--- src/rtl/lfo_step_sched.sv ---
// Step scheduler for the triangle-wave LFO: paces nxt pulses at act_per clocks,
// drives wav_rst on retrigger, and swaps in new periods only on step boundaries.
// Ports: clk, rst (sync, active-high), en, retrig, cfg_valid/cfg_period/cfg_ready
// (period offer), nxt (step pulse), wav_rst, step_cnt, busy. All outputs registered.
module lfo_step_sched #(
  parameter int P_W     = 16,
  parameter int CNT_W   = 16,
  parameter int RST_LEN = 2
) (
  input  logic             clk,
  input  logic             rst,
  input  logic             en,
  input  logic             retrig,
  input  logic             cfg_valid,
  input  logic [P_W-1:0]   cfg_period,
  output logic             cfg_ready,
  output logic             nxt,
  output logic             wav_rst,
  output logic [CNT_W-1:0] step_cnt,
  output logic             busy
);

  localparam int RL_W = ($clog2(RST_LEN) > 0) ? $clog2(RST_LEN) : 1;
  localparam logic [RL_W-1:0] RL_LD = RL_W'(RST_LEN - 1);

  typedef enum logic [1:0] {
    IDLE   = 2'd0,
    RUN    = 2'd1,
    RETRIG = 2'd2
  } state_t;

  state_t           state_q, state_d;
  logic [P_W-1:0]   act_q, act_d;
  logic [P_W-1:0]   pend_q, pend_d;
  logic             pvld_q, pvld_d;
  logic [P_W-1:0]   cnt_q, cnt_d;
  logic [RL_W-1:0]  rcnt_q, rcnt_d;
  logic             nxt_q, nxt_d;
  logic             wrst_q, wrst_d;
  logic [CNT_W-1:0] scnt_q, scnt_d;
  logic             busy_q;
  logic             rdy_q;

  logic             hs;
  logic [P_W-1:0]   cfg_c;
  logic [P_W-1:0]   per_nx;
  logic [P_W-1:0]   ld;

  // Periods below 2 would let nxt stay high back-to-back.
  assign cfg_c  = (cfg_period < P_W'(2)) ? P_W'(2) : cfg_period;
  assign hs     = cfg_valid & rdy_q;
  assign per_nx = pvld_q ? pend_q : act_q;
  // Period to install at a boundary: a same-cycle offer beats the pending one.
  assign ld     = hs ? cfg_c : per_nx;

  always_comb begin
    state_d = state_q;
    act_d   = act_q;
    pend_d  = pend_q;
    pvld_d  = pvld_q;
    cnt_d   = cnt_q;
    rcnt_d  = rcnt_q;
    nxt_d   = 1'b0;
    wrst_d  = 1'b0;
    scnt_d  = scnt_q;
    if (hs) begin
      pend_d = cfg_c;
      pvld_d = 1'b1;
    end
    unique case (state_q)
      IDLE: begin
        act_d  = ld;
        pvld_d = 1'b0;
        if (en) begin
          if (retrig) begin
            state_d = RETRIG;
            wrst_d  = 1'b1;
            rcnt_d  = RL_LD;
            scnt_d  = '0;
          end else begin
            state_d = RUN;
            cnt_d   = ld - P_W'(1);
          end
        end
      end
      RUN: begin
        if (!en) begin
          state_d = IDLE;
          act_d   = ld;
          pvld_d  = 1'b0;
        end else if (retrig) begin
          state_d = RETRIG;
          wrst_d  = 1'b1;
          rcnt_d  = RL_LD;
          scnt_d  = '0;
          act_d   = ld;
          pvld_d  = 1'b0;
        end else if (cnt_q == '0) begin
          nxt_d  = 1'b1;
          scnt_d = scnt_q + CNT_W'(1);
          cnt_d  = per_nx - P_W'(1);
          act_d  = per_nx;
          pvld_d = hs;
        end else begin
          cnt_d = cnt_q - P_W'(1);
        end
      end
      RETRIG: begin
        if (retrig) begin
          wrst_d = 1'b1;
          rcnt_d = RL_LD;
          scnt_d = '0;
          act_d  = ld;
          pvld_d = 1'b0;
        end else if (rcnt_q == '0) begin
          state_d = en ? RUN : IDLE;
          act_d   = ld;
          pvld_d  = 1'b0;
          cnt_d   = ld - P_W'(1);
        end else begin
          wrst_d = 1'b1;
          rcnt_d = rcnt_q - RL_W'(1);
        end
      end
      default: state_d = IDLE;
    endcase
  end

  always_ff @(posedge clk) begin
    if (rst) begin
      state_q <= IDLE;
      act_q   <= P_W'(2);
      pend_q  <= '0;
      pvld_q  <= 1'b0;
      cnt_q   <= '0;
      rcnt_q  <= '0;
      nxt_q   <= 1'b0;
      wrst_q  <= 1'b0;
      scnt_q  <= '0;
      busy_q  <= 1'b0;
      rdy_q   <= 1'b1;
    end else begin
      state_q <= state_d;
      act_q   <= act_d;
      pend_q  <= pend_d;
      pvld_q  <= pvld_d;
      cnt_q   <= cnt_d;
      rcnt_q  <= rcnt_d;
      nxt_q   <= nxt_d;
      wrst_q  <= wrst_d;
      scnt_q  <= scnt_d;
      busy_q  <= (state_d != IDLE);
      rdy_q   <= ~pvld_d;
    end
  end

  assign cfg_ready = rdy_q;
  assign nxt       = nxt_q;
  assign wav_rst   = wrst_q;
  assign step_cnt  = scnt_q;
  assign busy      = busy_q;

endmodule
--- config.mk ---
export PLATFORM = sky130hd
export DESIGN_NAME = lfo_step_sched
export DESIGN_NICKNAME = d
export VERILOG_FILES = /design/src/rtl/lfo_step_sched.sv
export SDC_FILE = /design/constraint.sdc
export NUM_CORES = 1
export LEC_CHECK = 0
export BUFFER_PORTS_ARGS = -buffer_cell sky130_fd_sc_hd__buf_4
export CAP_MARGIN = 20
export CORE_MARGIN = 4
export CORE_UTILIZATION = 64
export DETAILED_ROUTE_END_ITERATION = 16
export GPL_ROUTABILITY_DRIVEN = 0
export PLACE_DENSITY = 0.86
export SYNTH_ARGS = -nofsm -noshare
export SYNTH_HDL_FRONTEND = slang
export SYNTH_SLANG_ARGS = --single-unit
--- constraint.sdc ---
create_clock -name clk -period 4.9 [get_ports clk]
set_input_delay 0 -clock clk [delete_from_list [all_inputs] [get_ports clk]]
set_output_delay 0 -clock clk [all_outputs]
set_load 0.005 [all_outputs]
==> metrics.md <==
| Metric | Value |
|---|---|
| Syn_area_per_cell | `around 7.7 um^2` |
| Number of DRC markers in iteration 0 | `572` |
| Root buffer cell | `clkbuf_8` |
| Worst-skew pair later-pin latency | `0.36 ns` |
| All-Layer GR Usage | `a little under a third` |
| Max IR drop VDD | `~0.23 mV` |
| Share of cells above drive strength 1 | `around an eighth` |
| Cell accounting for the most synthesized area | `dfxtp_1` |
| TritonCTS buffer count | `9` |
| Worst r2r dst | `cnt_q[14]` |
| # fillers | `roughly 420` |
| Die height | `around 87 um` |
| Crit end category | `flop` |
| Die Area | `~0.0075 mm^2` |
| Vias | `4217` |
| Hold endpoint | `step_cnt[0]` |
| Int Power | `about 1.1 mW` |
| FP Rows | `28` |
| CP max FO | `12` |
| Post-synth EDFFs | `0` |
| Pin count of the biggest net entering global routing | `47` |
| Top_reg_cell synth | `dfxtp_1` |
| Routed WL | `~11000 um` |
| Area of the mapped netlist | `between 0.003 and 0.004 mm^2` |
| Power share of the clock group | `around two fifths` |
| Leakage | `~1.7 nW` |
| Max-slew headroom | `between 30% and 40%` |
| DR DRC count | `0` |
| Area Overhead vs Synth | `17.6%` |
| Ant diodes | `0` |
| TritonRoute pass-1 iters | `6` |
| Global route total overflow | `0` |
| Sw Ratio | `between 20% and 30%` |
| Cell variety after synth | `58` |
| Place WS | `~1.5 ns` |
| Fin Clk Skew | `~0.015 ns` |
| CTS sink count | `between 70 and 80` |
| Comb pwr share | `18.0%` |
| F_max | `286 MHz` |
| Status | `completed` |
| Synth top area share | `around 36%` |
| Flip-flop and latch count after synthesis | `a little over 70` |
| Initial antenna violation count | `0` |
| First-pass GRT wire length | `18900 um` |
| Setup-failing EPs final | `0` |
| H-tree Lvls | `3` |
| Core ar. | `about 0.0060 mm^2` |
| Worst setup SP type | `flop` |
| Final period util | `a little under three quarters` |
| Num ports | `a little over 40` |
| Reg2reg setup slack | `around 1.4 ns` |
| RSZ-0062 raised after global routing | `no` |
| Initial Util | `around 66%` |
| Pins Over Slew Limit | `0` |
| Commonest cells in the netlist | `dfxtp_1 (72), nor2_1 (70), nand2_1 (61)` |
| Slew @ Worst Pin | `slightly above 0.9 ns` |
| Final Non-Filler Cells | `~640` |
| Postcts setup bufs | `0` |
| DR vias/cell | `around 6.6` |
| Hold WC Path Type | `in -> reg` |
| Crit path DAT | `approximately 3.7 ns` |
| P_sw | `around 0.43 mW` |
| Crit-path max cell delay | `around 0.57 ns` |
| Syn_nets | `540` |
| HP Start | `en` |
| Inst Count DP | `between 600 and 700` |
| Fin crit period | `3.50 ns` |
| Buffers on Ports | `40` |
| Vias in the first global route | `3876` |
| Multi-input gate area | `0.00237 mm^2` |
| Synth Instances | `517` |
| CP max-delay cell | `or4b_4` |
| Power density cells | `roughly 320 mW/mm^2` |
| Max Buffers Root-to-Sink | `2` |
| Largest cells by area after synthesis | `dfxtp_1 (36%), nor2_1 (6.6%), a21oi_1 (5.9%)` |
| Worst path cell trace | `nor4_1 > nand4_1 > o21ai_1 > a221oi_1 > inv_2 > ha_1 > inv_1 > or4b_4 > nor4_4 > a31o_1 > a31oi_1` |
| Register area share after synthesis | `a little over a third` |
| Register area | `~0.0014 mm^2` |
| Most frequent cell after synthesis | `dfxtp_1` |
| DP Wirelength | `7630 um` |
| Max-capacitance violation count | `0` |
| Critical setup path kind | `reg -> reg` |
| CTS tree | `yes` |
| Final Net Count | `slightly below 600` |
| Worst R2R Path Depth | `11` |
| Seq pwr share | `~43%` |
| Synth Warn # | `0` |
| Setup TNS | `0 ns` |
| Final ANT Viol Nets | `0` |
| Chip Width | `between 80 and 90 um` |
| PnR worst setup slack | `~1.4 ns` |
| Count of final hold-check violations | `0` |
| Clock Pin Slew Worst Setup and Hold Paths | `0.08 ns` |
| DR WL/cell | `roughly 18 um` |
| Fraction of registers with async set/reset | `0%` |
| WHS Path Cells | `4` |
| Worst flop-to-flop path startpoint | `cnt_q[13]` |
| Crit path required time | `a little over 5 ns` |
[cell type report]
class | instances | area share, %
multi-input cells | 404 | 50.7
flip-flops and latches | 72 | 30.8
repair buffers | 60 | 10.4
clock buffers | 11 | 3.24
clock inverters | 5 | 2.20
well taps | 75 | 2.01
inverters | 8 | 0.643
[placed cells by master (no fill, tap or decap), types with 7 or more instances in the layout]
master and n:
dfxtp_1 72, nor2_1 70, nand2_1 61, a21oi_1 47, buf_4 46, o21ai_0 24, nor3_1 20, a211oi_1 15
mux2i_1 14, dlygate4sd3_1 14, xnor2_1 13, nor4_1 12, nand3_1 11, clkbuf_8 11, a31oi_1 10, o211ai_1 8
inv_1 7, mux2_2 7
[per-stage QoR]
step                util [%]  area, um^2  total power [mW]  hold WS [ns]
CTS                     78.0        4670              1.50       0.00416
floorplan                  -        3980             0.835         0.136
global placement        71.4        4280             0.900         0.272
detailed placement      71.4        4280             0.907         0.285
global route            78.0        4670              1.56        0.0257
finish                  78.0        4670              1.52        0.0146
[critical path: cells and delay by family (launching register included)]
family | cells | cell delay (ns)
AND/OR/NAND/NOR | 4 | 1.95
AO/OA/AOI/OAI | 4 | 0.73
flip-flops | 1 | 0.33
adder cells (fa/ha/maj) | 1 | 0.22
buffers and inverters | 2 | 0.16
[worst max path at each step]
stage / from / endpoint / depth (start not counted)
final: cnt_q[13] / cnt_q[14] / 11
after detailed placement: cnt_q[13] / cnt_q[14] / 11
after CTS: cnt_q[13] / cnt_q[14] / 11
after global routing: cnt_q[7] / cnt_q[14] / 11
after global placement: cnt_q[9] / cnt_q[14] / 11
after floorplan: pvld_q / cnt_q[14] / 11
[timing repair]
action / 4_1_cts / 5_1_grt
resized for setup: 0 / 0
hold endpoints to repair: 15 / 0
hold buffers: 14 / 0
[kinds of logic (layout without fill, tap and decap cells)]
kind of cell	after synthesis	after routing	share of synthesized area, %
xor+xnor	16	16	3.53
simple gates	223	223	27.4
buf+inv	41	84	4.15
mux	22	22	5.79
compound gates	141	141	22.3
flops	72	72	36.3
fa+ha+maj	2	2	0.629
[sequential cells by signal, indices dropped and copies added (netlist names)]
signal,cells
act_q,16
busy,1
cfg_ready,1
cnt_q,16
nxt,1
pend_q,16
pvld_q,1
rcnt_q,1
state_q,2
step_cnt,16
wav_rst,1
[layer usage]
metal	track usage (%)	share of wire, %	vias to the layer above
met5	0	0	-
met4	11.0	2.3	0
met3	4.85	10	32
met2	51.5	46	290
met1	41.4	41	1947
li1	-	-	1948
[power groups by stage]
stage / sequential (mW) / clock, mW / combinational, mW
finish: 0.644 / 0.599 / 0.273
CTS: 0.642 / 0.596 / 0.264
floorplan: 0.649 / 0 / 0.186
detailed placement: 0.655 / 0 / 0.252
global placement: 0.653 / 0 / 0.247
global route: 0.647 / 0.619 / 0.299
Power figures use the tool's default switching activity.
